## config.mk

```make
export PLATFORM = sky130hd
export DESIGN_NAME = mono_video_mapper
export DESIGN_NICKNAME = d
export VERILOG_FILES = /design/src/rtl/mono_video_pkg.sv /design/src/rtl/mono_pal_bank.sv /design/src/rtl/mono_video_mapper.sv
export SDC_FILE = /design/constraint.sdc
export NUM_CORES = 1
export LEC_CHECK = 0
export CAP_MARGIN = 20
export CELL_PAD_IN_SITES_DETAIL_PLACEMENT = 1
export CELL_PAD_IN_SITES_GLOBAL_PLACEMENT = 1
export CORE_MARGIN = 3
export CORE_UTILIZATION = 20
export DETAILED_ROUTE_END_ITERATION = 7
export PLACE_DENSITY_LB_ADDON = 0.1
export RECOVER_POWER = 50
export SETUP_SLACK_MARGIN = 0.4
export SYNTH_ARGS = -nofsm -noshare
export SYNTH_HDL_FRONTEND = slang
export SYNTH_HIERARCHICAL = 1
export SYNTH_SLANG_ARGS = --single-unit
```

## constraint.sdc

```tcl
create_clock -name clk_sys -period 1.2 [get_ports clk_sys]
set_clock_uncertainty 0.15 [all_clocks]
set_input_delay 0.3 -clock clk_sys [delete_from_list [all_inputs] [get_ports clk_sys]]
set_output_delay 0.3 -clock clk_sys [all_outputs]
set_load 0.05 [all_outputs]
```

## src/rtl/mono_video_pkg.sv

```systemverilog
// mono_video_pkg: shared types and palette helpers for the mono video mapper
package mono_video_pkg;

    typedef struct packed {
        logic [7:0] r;
        logic [7:0] g;
        logic [7:0] b;
    } rgb_t;

    function automatic longint default_ramp(longint i, longint lb, longint ob);
        return (i * ((longint'(1) << ob) - 1)) / ((longint'(1) << lb) - 1);
    endfunction

endpackage

```

## src/rtl/mono_pal_bank.sv

```systemverilog
// mono_pal_bank: shadow/active palette registers with vblank-edge commit
//   clk_sys, Reset_I (async active-low)
//   vb_edge_i                rising edge of vblank, the commit point
//   pal_wr_i/addr_i/data_i   shadow write port, one entry per cycle
//   rd_level_i -> rd_rgb_o   active palette lookup
//   pending_o                shadow holds uncommitted writes
module mono_pal_bank
    import mono_video_pkg::*;
#(
    parameter int LEVEL_BITS = 2,
    parameter int OUT_BITS   = 8
) (
    input  logic                  clk_sys,
    input  logic                  Reset_I,
    input  logic                  vb_edge_i,
    input  logic                  pal_wr_i,
    input  logic [LEVEL_BITS-1:0] pal_addr_i,
    input  logic [3*OUT_BITS-1:0] pal_data_i,
    input  logic [LEVEL_BITS-1:0] rd_level_i,
    output logic [3*OUT_BITS-1:0] rd_rgb_o,
    output logic                  pending_o
);
    localparam int NE = 2**LEVEL_BITS;
    localparam int RW = 3*OUT_BITS;

    logic [RW-1:0] ramp     [NE];
    logic [RW-1:0] shadow_q [NE];
    logic [RW-1:0] shadow_d [NE];
    logic [RW-1:0] active_q [NE];
    logic [RW-1:0] active_d [NE];
    logic          pending_q, pending_d, commit;

    for (genvar g = 0; g < NE; g++) begin : g_ramp
        assign ramp[g] = {3{OUT_BITS'(default_ramp(g, LEVEL_BITS, OUT_BITS))}};
    end

    // A write landing on the edge cycle is bypassed so it commits with the rest.
    always_comb begin
        shadow_d = shadow_q;
        if (pal_wr_i) shadow_d[pal_addr_i] = pal_data_i;
        commit    = vb_edge_i & (pending_q | pal_wr_i);
        active_d  = active_q;
        if (commit) active_d = shadow_d;
        pending_d = ~commit & (pending_q | pal_wr_i);
    end

    always_ff @(posedge clk_sys or negedge Reset_I) begin
        if (!Reset_I) begin
            shadow_q  <= ramp;
            active_q  <= ramp;
            pending_q <= 1'b0;
        end else begin
            shadow_q  <= shadow_d;
            active_q  <= active_d;
            pending_q <= pending_d;
        end
    end

    assign rd_rgb_o  = active_q[rd_level_i];
    assign pending_o = pending_q;

endmodule

```

## src/rtl/mono_video_mapper.sv

```systemverilog
// mono_video_mapper: N-bit level to RGB via palette, pixel CE and 2-clock aligned sync/blank
//   clk_sys, Reset_I (async active-low)
//   level_i, hs_i, vs_i, hblank_i, vblank_i   core video in
//   pal_wr_i, pal_addr_i, pal_data_i          palette write port ({R,G,B})
//   ce_pix_o                                  pixel enable every CE_DIV clocks
//   r_o, g_o, b_o, hs_o, vs_o, hblank_o, vblank_o, de_o   video out, 2-clock latency
//   pal_pending_o                             uncommitted palette writes exist
// Macro MONO_VIDEO_PAL_LOAD_EN enables the loadable palette; otherwise the
// palette is the constant default ramp and pal_* inputs are ignored.
module mono_video_mapper
    import mono_video_pkg::*;
#(
    parameter int LEVEL_BITS = 2,
    parameter int OUT_BITS   = 8,
    parameter int CE_DIV     = 8
) (
    input  logic                  clk_sys,
    input  logic                  Reset_I,
    input  logic [LEVEL_BITS-1:0] level_i,
    input  logic                  hs_i,
    input  logic                  vs_i,
    input  logic                  hblank_i,
    input  logic                  vblank_i,
    input  logic                  pal_wr_i,
    input  logic [LEVEL_BITS-1:0] pal_addr_i,
    input  logic [3*OUT_BITS-1:0] pal_data_i,
    output logic                  ce_pix_o,
    output logic [OUT_BITS-1:0]   r_o,
    output logic [OUT_BITS-1:0]   g_o,
    output logic [OUT_BITS-1:0]   b_o,
    output logic                  hs_o,
    output logic                  vs_o,
    output logic                  hblank_o,
    output logic                  vblank_o,
    output logic                  de_o,
    output logic                  pal_pending_o
);
    localparam int NE = 2**LEVEL_BITS;
    localparam int RW = 3*OUT_BITS;
    localparam int CW = (CE_DIV > 1) ? $clog2(CE_DIV) : 1;
    localparam bit CE_DIV_OK = CE_DIV >= 1;

    if (!CE_DIV_OK) begin : g_bad_ce_div
        $error("mono_video_mapper: CE_DIV must be >= 1");
    end

    logic [CW-1:0]         cnt_q, cnt_d;
    logic                  ce_q, ce_d;
    logic [LEVEL_BITS-1:0] lvl1_q, lvl1_d;
    logic                  hs1_q, hs1_d, vs1_q, vs1_d, hb1_q, hb1_d, vb1_q, vb1_d;
    logic [RW-1:0]         rgb2_q, rgb2_d;
    logic                  hs2_q, hs2_d, vs2_q, vs2_d, hb2_q, hb2_d, vb2_q, vb2_d, de2_q, de2_d;
    logic [RW-1:0]         pal_rgb;

`ifdef MONO_VIDEO_PAL_LOAD_EN
    mono_pal_bank #(
        .LEVEL_BITS(LEVEL_BITS),
        .OUT_BITS  (OUT_BITS)
    ) u_bank (
        .clk_sys   (clk_sys),
        .Reset_I   (Reset_I),
        .vb_edge_i (vblank_i & ~vb1_q),
        .pal_wr_i  (pal_wr_i),
        .pal_addr_i(pal_addr_i),
        .pal_data_i(pal_data_i),
        .rd_level_i(lvl1_q),
        .rd_rgb_o  (pal_rgb),
        .pending_o (pal_pending_o)
    );
`else
    logic [RW-1:0] ramp [NE];
    logic          pal_unused;
    for (genvar g = 0; g < NE; g++) begin : g_ramp
        assign ramp[g] = {3{OUT_BITS'(default_ramp(g, LEVEL_BITS, OUT_BITS))}};
    end
    assign pal_rgb       = ramp[lvl1_q];
    assign pal_pending_o = 1'b0;
    assign pal_unused    = ^{pal_wr_i, pal_addr_i, pal_data_i};
`endif

    // The pipeline runs every clk_sys; ce only marks pixel slots downstream.
    always_comb begin
        cnt_d  = (cnt_q == CW'(CE_DIV-1)) ? '0 : cnt_q + 1'b1;
        ce_d   = cnt_q == '0;
        lvl1_d = level_i;
        hs1_d  = hs_i;
        vs1_d  = vs_i;
        hb1_d  = hblank_i;
        vb1_d  = vblank_i;
        rgb2_d = (hb1_q | vb1_q) ? '0 : pal_rgb;
        hs2_d  = hs1_q;
        vs2_d  = vs1_q;
        hb2_d  = hb1_q;
        vb2_d  = vb1_q;
        de2_d  = ~(hb1_q | vb1_q);
    end

    always_ff @(posedge clk_sys or negedge Reset_I) begin
        if (!Reset_I) begin
            cnt_q  <= '0;
            ce_q   <= 1'b0;
            lvl1_q <= '0;
            hs1_q  <= 1'b0;
            vs1_q  <= 1'b0;
            hb1_q  <= 1'b0;
            vb1_q  <= 1'b0;
            rgb2_q <= '0;
            hs2_q  <= 1'b0;
            vs2_q  <= 1'b0;
            hb2_q  <= 1'b0;
            vb2_q  <= 1'b0;
            de2_q  <= 1'b0;
        end else begin
            cnt_q  <= cnt_d;
            ce_q   <= ce_d;
            lvl1_q <= lvl1_d;
            hs1_q  <= hs1_d;
            vs1_q  <= vs1_d;
            hb1_q  <= hb1_d;
            vb1_q  <= vb1_d;
            rgb2_q <= rgb2_d;
            hs2_q  <= hs2_d;
            vs2_q  <= vs2_d;
            hb2_q  <= hb2_d;
            vb2_q  <= vb2_d;
            de2_q  <= de2_d;
        end
    end

    assign ce_pix_o = ce_q;
    assign r_o      = rgb2_q[RW-1 -: OUT_BITS];
    assign g_o      = rgb2_q[2*OUT_BITS-1 -: OUT_BITS];
    assign b_o      = rgb2_q[OUT_BITS-1:0];
    assign hs_o     = hs2_q;
    assign vs_o     = vs2_q;
    assign hblank_o = hb2_q;
    assign vblank_o = vb2_q;
    assign de_o     = de2_q;

endmodule

```

==> metrics.md <==
| Metric | Value |
|---|---|
| Final Slew Violations | `0` |
| DR vias/cell | `around 3.4` |
| Fin. Hold Viols | `0` |
| Top-area cell type share of the netlist area | `0.624` |
| Final wirelength | `~1200 um` |
| Final hold slack | `between 0.2 and 0.25 ns` |
| Setup-failing EPs final | `30` |
| CP Class | `reg2out` |
| Metal3 WL | `~120 um` |
| Global-route wire length before repair | `1950 um` |
| Filler cells | `approximately 320` |
| DRT iter0 DRCs | `6` |
| Synth Area in Compound Gates | `0` |
| Clk buf depth | `2` |
| CTS clock-pin slew for the worst setup and hold paths | `about 0.10 ns` |
| CP required | `roughly 0.75 ns` |
| Setup WS pre-CTS | `-0.0771 ns` |
| Layout cell share with drive strength beyond 1 | `0.724` |
| Antenna diodes | `0` |
| Worst skew pair latency | `0.28 ns` |
| DP HPWL | `941 um` |
| Pwr/cell area | `around 930 nW/um2` |
| Drt first pass iters | `2` |
| Biggest area consumer among synthesized cells | `dfrtp_1` |
| Proportion of synthesized area in mux cells | `0` |
| Synthesized cell area | `~680 um2` |
| Clock root buffer | `clkbuf_4` |
| Top_reg_cell synth | `dfrtp_1` |
| Sequential area share after synthesis | `0.624` |
| Failing checks | `setup timing` |
| Vertical die dimension | `between 60 and 70 um` |
| Gate Count Post-Synth | `52` |
| Clock Sinks | `17` |
| Rows | `20` |
| Setup WS post-layout | `-0.361 ns` |
| Synth Area in Simple Gates | `0.0514` |
| Maxcap violations | `0` |
| CP Launch Point | `rgb2_q[17]` |
| Synth unique cells | `8` |
| Fin crit period | `around 1.6 ns` |
| Nets@finish | `between 100 and 150` |
| Reg2reg start | `cnt_q[0]` |
| Initial antenna violation count | `0` |
| Drt drc | `0` |
| Syn avg cell area | `between 10 and 15 um2` |
| CP Capture Type | `primary output` |
| Hold Crit Class | `reg2reg` |
| Met2 WL | `658 um` |
| Hold_buf cts | `0` |
| IO buf count | `37` |
| Number of global-route vias before repair | `~420` |
| Synth warnings | `6` |
| Met1 WL | `435 um` |
| GRT Resource Usage Total | `0.0651` |
| #FFs+latches synth | `17` |
| Fmax | `640 MHz` |
| Outcome | `finished, violations left` |
| FF-to-FF setup slack | `0.12 ns` |
| Setup crit end | `r_o[5]` |
| R2R depth | `3` |
| Synthesized Nets | `90` |
| Area Growth Syn to Fin | `105%` |
| Die W | `between 60 and 70 um` |
| Arrival time at the worst endpoint | `~1.1 ns` |
| Largest net degree at the start of global routing | `18` |
| Period utilization | `1.30` |
| Max IR drop VDD | `529 uV` |
| CP max FO | `3` |
| XOR/XNOR Fraction of Synth Area | `0` |
| Lkg Pwr | `between 0.5 and 0.6 nW` |
| Via count | `slightly above 400` |
| Placer Congestion | `0.589` |
| Core box area | `~3200 um2` |
| Per-cell routed wire length | `a little over 10 um` |
| Most frequent cell after synthesis | `buf_4` |
| H-tree Lvls | `1` |
| Area contributors post-synth | `dfrtp_1, buf_4, ha_1, nor3b_1, nor2b_1` |
| Combinational family with the most area after synthesis | `buffers and inverters` |
| IO Count | `66` |
| Post-synth ARST share | `1.00` |
| CTS tree | `built` |
| Initial Util | `0.216` |
| EDFF count, synth | `0` |
| Grt total ovfl | `0` |
| Antenna-violating nets left | `0` |
| List of most frequent post-synthesis cells | `buf_4, dfrtp_1, ha_1` |
| Top Metal Used | `met4` |
| Post-Synth Adder-Cell Area | `0.0550` |
| RSZ-0062 raised after global routing | `true` |
| Die ar. | `around 4100 um2` |
| Inserted Clock Buffers | `3` |
| Worst reg2reg path endpoint | `cnt_q[1]` |
| Crit start category | `flip-flop` |
routing by layer:
| metal | vias up | global-route usage |
|---|---|---|
| li1 | 181 | - |
| met1 | 197 | 0.0628 |
| met2 | 23 | 0.106 |
| met4 | 0 | 0.0475 |
| met3 | 2 | 0.0334 |
| met5 | - | 0 |
cell usage in the layout, fill, tap and decap left out:
| cell type | instances |
|---|---|
| buf_12 | 33 |
| dfrtp_1 | 9 |
| dfrtp_2 | 6 |
| clkdlybuf4s50_1 | 6 |
| clkbuf_4 | 3 |
| nor3b_2 | 2 |
| nor2b_1 | 2 |
| ha_4 | 2 |
| buf_4 | 2 |
| dfrtp_4 | 2 |
| nor2_2 | 1 |
| inv_1 | 1 |
| nor2_1 | 1 |
| inv_2 | 1 |
| ha_2 | 1 |
| conb_1 | 1 |
| clkinv_2 | 1 |
| dlygate4sd3_1 | 1 |
| clkbuf_2 | 1 |
how the worst min path moves through the flow:
| stage | endpoint | cells after the start | startpoint | slack (ns) |
|---|---|---|---|---|
| final | hs_o | 0 | hs1_q | 0.21 |
| after CTS | cnt_q[0] | 2 | Reset_I | 0.17 |
| after detailed placement | hs_o | 0 | hs1_q | 0.19 |
| after global routing | hs_o | 0 | hs1_q | 0.22 |
| after floorplan | ce_pix_o | 0 | Reset_I | -0.15 |
| after global placement | hs_o | 0 | hs1_q | 0.18 |
flip-flops by register name, summed over array words and instances, names as in the netlist:
signal / cells
hb1_q: 1
hs1_q: 1
ce_pix_o: 1
cnt_q: 3
vb1_q: 1
vs_o: 1
hblank_o: 1
hs_o: 1
rgb2_q: 2
lvl1_q: 2
vs1_q: 1
vblank_o: 1
de_o: 1
power by group:
group,switching [mW],internal [mW]
clock,0.174,0.124
sequential,0.0168,0.597
combinational,0.205,0.190
cell families after synthesis:
logic type    Yosys count
other cells             1
simple gates            6
fa+ha+maj               3
flops                  17
buf+inv                25
stage by stage:
step	instance area, um2	setup TNS, ns	std cells	util	total power [mW]
after floorplan	704	-1.02	52	-	0.820
after global placement	1280	-1.65	111	0.405	1.01
after detailed placement	1280	-1.81	111	0.405	1.01
after CTS	1410	-9.67	120	0.448	1.34
after global routing	1400	-10.67	120	0.443	1.37
final	1400	-9.16	120	0.443	1.31
cell type report:
| class | count | area (um2) | share of cell area |
|---|---|---|---|
| inverters | 2 | 7.51 | 0.00537 |
| well taps | 44 | 55.1 | 0.0394 |
| flip-flops and latches | 17 | 440 | 0.315 |
| clock buffers | 3 | 22.5 | 0.0161 |
| multi-input cells | 10 | 116 | 0.0833 |
| clock inverters | 1 | 5.00 | 0.00358 |
| repair buffers | 43 | 751 | 0.537 |
timing repair:
item	4_1_cts	5_1_grt
buffers inserted	5	0
hold endpoints to repair	0	0
gates resized for setup	6	0
endpoints found under the setup margin	36	36
critical path, cell delays in order (launching register included):
cell	delay, ns
dfrtp_4	0.50
buf_4	0.17
buf_12	0.15
No activity file was read; power rests on OpenSTA's default activity.
